$ cat config.mk
export PLATFORM = sky130hd
export DESIGN_NAME = univ_register
export DESIGN_NICKNAME = d
export VERILOG_FILES = /design/src/rtl/univ_register.sv
export SDC_FILE = /design/constraint.sdc
export NUM_CORES = 1
export LEC_CHECK = 0
export ABC_AREA = 1
export BUFFER_PORTS_ARGS = -buffer_cell sky130_fd_sc_hd__buf_2
export CAP_MARGIN = 40
export CORE_MARGIN = 3
export CORE_UTILIZATION = 45
export DETAILED_ROUTE_END_ITERATION = 6
export PLACE_DENSITY = 0.76
export SETUP_SLACK_MARGIN = 0.02
export SYNTH_ARGS = -nofsm -noshare
export SYNTH_HDL_FRONTEND = slang
export SYNTH_SLANG_ARGS = --single-unit
$ cat constraint.sdc
create_clock -name clk -period 3.52 [get_ports clk]
set_input_delay 0.176 -clock clk [delete_from_list [all_inputs] [get_ports clk]]
set_output_delay 0.176 -clock clk [all_outputs]
set_load 0.1 [all_outputs]
$ cat src/rtl/univ_register.sv
// Universal WIDTH-bit register: load, shift, rotate, inc/dec with carry/zero.
// Optional registered even-parity output enabled by defining UREG_PARITY_EN.
module univ_register #(
    parameter int               WIDTH   = 8,
    parameter logic [WIDTH-1:0] RST_VAL = '0
) (
    input  logic             clk,
    input  logic             rst_,
    input  logic             en,
    input  logic [2:0]       mode,
    input  logic [WIDTH-1:0] data,
    input  logic             sin,
    output logic [WIDTH-1:0] out,
    output logic             carry,
`ifdef UREG_PARITY_EN
    output logic             parity,
`endif
    output logic             zero
);

    typedef enum logic [2:0] {
        M_HOLD = 3'b000,
        M_LOAD = 3'b001,
        M_SHL  = 3'b010,
        M_SHR  = 3'b011,
        M_ROL  = 3'b100,
        M_ROR  = 3'b101,
        M_INC  = 3'b110,
        M_DEC  = 3'b111
    } mode_e;

    localparam logic [WIDTH:0] ONE = (WIDTH + 1)'(1);

    logic [WIDTH-1:0] nxt_out;
    logic             nxt_carry;
    logic [WIDTH:0]   sum;
    logic [WIDTH:0]   diff;

    // Extra top bit holds carry-out of INC and borrow of DEC.
    assign sum  = {1'b0, out} + ONE;
    assign diff = {1'b0, out} - ONE;

    always_comb begin
        nxt_out   = out;
        nxt_carry = carry;
        if (en) begin
            unique case (mode_e'(mode))
                M_HOLD: begin
                    nxt_out   = out;
                    nxt_carry = carry;
                end
                M_LOAD: begin
                    nxt_out   = data;
                    nxt_carry = 1'b0;
                end
                M_SHL: begin
                    nxt_out   = {out[WIDTH-2:0], sin};
                    nxt_carry = out[WIDTH-1];
                end
                M_SHR: begin
                    nxt_out   = {sin, out[WIDTH-1:1]};
                    nxt_carry = out[0];
                end
                M_ROL: begin
                    nxt_out   = {out[WIDTH-2:0], out[WIDTH-1]};
                    nxt_carry = out[WIDTH-1];
                end
                M_ROR: begin
                    nxt_out   = {out[0], out[WIDTH-1:1]};
                    nxt_carry = out[0];
                end
                M_INC: begin
                    nxt_out   = sum[WIDTH-1:0];
                    nxt_carry = sum[WIDTH];
                end
                M_DEC: begin
                    nxt_out   = diff[WIDTH-1:0];
                    nxt_carry = diff[WIDTH];
                end
            endcase
        end
    end

    always_ff @(posedge clk or negedge rst_) begin
        if (!rst_) begin
            out   <= RST_VAL;
            carry <= 1'b0;
        end else begin
            out   <= nxt_out;
            carry <= nxt_carry;
        end
    end

`ifdef UREG_PARITY_EN
    // nxt_out equals out whenever the register holds, so parity holds too.
    always_ff @(posedge clk or negedge rst_) begin
        if (!rst_) begin
            parity <= ^RST_VAL;
        end else begin
            parity <= ^nxt_out;
        end
    end
`endif

    assign zero = ~|out;

endmodule

; ---- Word level (Yosys, flattened, before mapping)
; Index checks and enable logic that the tools add are counted.
[word_totals]
ff_bits = 9
in_bits = 15
wordCells = 20
out_inout_bits = 10
[classes]
n_reduce_logical = 6
addsub = 2
n_eq_ne = 7
mux = 2
bitwise = 1
[op_table]
columns = op, n
row1 = 8-bit case mux with 7 select lines, 1
row2 = "3-bit equality test, second input constant", 4
row3 = "8-bit by 1-bit adder with 9-bit output, second input constant", 1
row4 = "8-bit by 1-bit subtractor with 9-bit output, second input constant", 1
row5 = 8-bit OR reduction, 1
row6 = "3-bit by 2-bit equality test with 1-bit output, second input constant", 2
row7 = 1-bit case mux with 5 select lines, 1
row8 = 2-bit OR reduction, 2
row9 = "3-bit by 1-bit equality test with 1-bit output, second input constant", 1
row10 = 3-bit zero test, 1
row11 = 2-bit AND reduction, 1
row12 = 1-bit zero test, 1
row13 = 1-bit inverter, 1

; ---- Logic depth before layout (Yosys ltp)
[logic_depth]
ltp_word = 3
ltp_mapped = 10
mapped_depth_nobuf = 9

; ---- Least setup slack after synthesis
; No wires, ideal clock.
[synth_timing]
kind = register to output
startpoint = register out[0]
endpoint = output zero
t_arrival_ns = 3.459
path_slack_ns = -0.115
path_buffers = 0
stages_incl_launch_ff = 5
required_time_ns = 3.344
cell_sequence = dfrtp_1 -> inv_2 -> ha_1 -> nand2_1 -> nor3_1
[synth_between]
elab_chain_len = 2
[synth_rtl]
columns = item, line
row1 = "start, declared", 13  ; output logic [WIDTH-1:0] out,
row2 = "start signal, assigned", 89  ; out <= nxt_out;
row3 = 8-bit OR reduction, 105  ; assign zero = ~|out;
row4 = 1-bit zero test, 105
row5 = "end, declared", 18  ; output logic zero
; Every way passes these cells.

; ---- Final worst setup path
; Same ends and word-level chain as after synthesis.

==> impl_metrics.env <==
export IMPL_ant_nets=0
export IMPL_maxCapViolCount=0
export IMPL_h_tree_depth=1
export IMPL_place_gp_congestion=0.9409
export IMPL_clkSlewWorstSetupHoldPaths_ps=70
export IMPL_seq_area_um2=225.2
export IMPL_final_util=0.5537
export IMPL_die_w_um=56.44
export IMPL_worstMarginPinSlew_ps=487.2
export IMPL_drive_above_1_share=0.1918
export IMPL_fin_skew_ps=4.322
export IMPL_cp_required_ps=3340
export IMPL_fp_coreArea_mm2=0.002318
export IMPL_slew_headroom=0.6774
export IMPL_setup_violations=0
export IMPL_synth_ff_latch_count=9
export IMPL_hpwl_mm=2.372
export IMPL_start_util=0.4938
export IMPL_antenna_found_initial=0
export IMPL_hold_ws_ps=213.7
export IMPL_avgSynthCellArea_um2=5.811
export IMPL_min_path_type="input pin to register"
export IMPL_dr_total_vias=1343
export IMPL_critPathMaxFanout=8
export IMPL_clk_path_buf_depth=2
export IMPL_overflow=0
export IMPL_period_share=0.5846
export IMPL_die_area_mm2=0.003185
export IMPL_ys_warn_count=0
export IMPL_via_per_inst=5.437
export IMPL_seq_area_frac_synth=0.1967
export IMPL_synth_edf_count=0
export IMPL_hold_buffers=1
export IMPL_period_needed_ps=2058
export IMPL_max_freq_mhz=486.0
export IMPL_nets=237
export IMPL_grt_pass1_vias=1131
export IMPL_worstPathArrival_ps=1880
export IMPL_synth_distinct_cells=25
export IMPL_area_delta_synth_final_pct=12.13
export IMPL_total_power_uw=699.2
export IMPL_rows=17
export IMPL_cts_sinks=9
export IMPL_report_final_slew_viol_count=0
export IMPL_multiInputGateArea_um2=768.2
export IMPL_grtUsageTotal=0.2017
export IMPL_dr_first_iter_drc_count=67
export IMPL_critPathKind="register to output pin"
export IMPL_grt_start_max_net_pins=12
export IMPL_first_pass_iters=4
export IMPL_post_route_drc_count=0
export IMPL_final_instance_count_excl_fill=247
export IMPL_grt_pass1_wl_mm=5.133
export IMPL_routedWlPerCell_um=12.54
export IMPL_async_flop_share=1.000
export IMPL_cts_root_buf="clkbuf_4"
export IMPL_vdd_ir_drop_max_v=0.0003600
export IMPL_tritoncts="done"
export IMPL_power_leakage_nw=0.6786
export IMPL_cts_buffers_inserted=3
export IMPL_end_kind="output pin"
export IMPL_setup_tns_ps=0
export IMPL_cts_resized=0
export IMPL_postSynthCellCount=197
export IMPL_num_fill_cells=254
export IMPL_die_h_um=56.44
export IMPL_rsz0062_at_grt="no"
export IMPL_antenna_cells=0
export IMPL_wl_mm=3.098
export IMPL_final_hold_viol_count=0
export IMPL_ys_flop_type="dfrtp_1"
export IMPL_outcome="finished clean"
export IMPL_placed_cells=242
export IMPL_synth_nets=214
export IMPL_p_per_area_mw_per_mm2=544.7
export IMPL_postCtsSetupBuffers=0
export IMPL_syn_cell_area_mm2=0.001145
export IMPL_crit_path_start_kind="register"
export IMPL_port_buffers=24
export IMPL_ios=25
export IMPL_insertion_delay_ps=270
## path summary, 6_finish.rpt
check	start	to	slack, ps	depth (start not counted)
max	out[0]	zero	1460	5
max in group asynchronous	rst_	out[3]	3050	2
min in group asynchronous	rst_	out[4]	280	2
min	data[4]	out[4]	210	3
min reg2reg	carry	carry	480	2
max reg2reg	out[0]	out[2]	1930	7
## cell type report
class,count,share of cell area
clock buffers,4,0.02047
inverters,24,0.07700
multi-input cells,157,0.5984
flip-flops and latches,9,0.1754
well taps,28,0.02729
repair buffers,25,0.1014
## report_power, final
| group | internal, mW | switching [mW] | leakage (nW) |
|---|---|---|---|
| combinational | 0.0954 | 0.334 | 0.554 |
| clock | 0.0439 | 0.0434 | 0.0150 |
| sequential | 0.126 | 0.0563 | 0.109 |
| total | 0.266 | 0.434 | 0.679 |
## state kept, by name, summed over array words and instances (netlist names)
| signal | cells |
|---|---|
| out | 8 |
| carry | 1 |
## metal layers
layer / global-route usage / vias to the layer above / part of all wire
li1: - / 689 / -
met1: 0.2681 / 594 / 0.45
met2: 0.3234 / 52 / 0.46
met3: 0.02299 / 8 / 0.068
met4: 0.09153 / 0 / 0.025
met5: 0 / - / 0
## cell usage in the layout, fill, tap and decap left out, types with 2 or more instances in the layout
master,Yosys,final
ha_1,2,2
nand4_1,5,5
o21ai_1,10,10
nand2_2,2,2
a21oi_1,3,3
clkbuf_4,0,3
inv_1,19,19
nand2_1,57,57
nor2_4,2,2
buf_2,1,24
o21ai_0,15,15
nor2_2,2,2
nor2_1,20,20
dfrtp_1,9,9
inv_2,3,3
nand3_1,32,32
## per-stage QoR
| stage | worst slack [ps] | area (µm²) |
|---|---|---|
| floorplan | 736.1 | 1150 |
| global placement | 1802 | 1247 |
| detailed placement | 1763 | 1247 |
| CTS | 1470 | 1284 |
| global route | 1330 | 1284 |
| finish | 1462 | 1284 |
## cells by family after synthesis
| group | Yosys count | synth area share |
|---|---|---|
| AOI/OAI and AO/OA | 30 | 0.1421 |
| adders and majority gates | 2 | 0.02185 |
| buffers and inverters | 31 | 0.1366 |
| DFF | 9 | 0.1967 |
| and+or+nand+nor | 125 | 0.5027 |
## synthesized netlist by cell type (2+ instances only)
cell type  number  area [µm²]
nor2_4          2       22.52
inv_1          19       71.32
inv_2           3       11.26
nor2_2          2       12.51
nand3_1        32       160.2
nand2_2         2       12.51
o21ai_0        15       75.07
a21oi_1         3       15.01
dfrtp_1         9       225.2
nor2_1         20       75.07
o21ai_1        10       50.05
nor3_1          2       10.01
nand4_1         5       31.28
buf_4           4       30.03
buf_6           2       22.52
ha_1            2       25.02
nand2_1        57       214.0
## critical path, cell delays in order, from the launching register on
cell and delay [ps]:
dfrtp_1 460, inv_2 150, ha_1 290, nand2_1 120
nor3_2 150, buf_2 440
No activity file was read; power rests on OpenSTA's default activity.
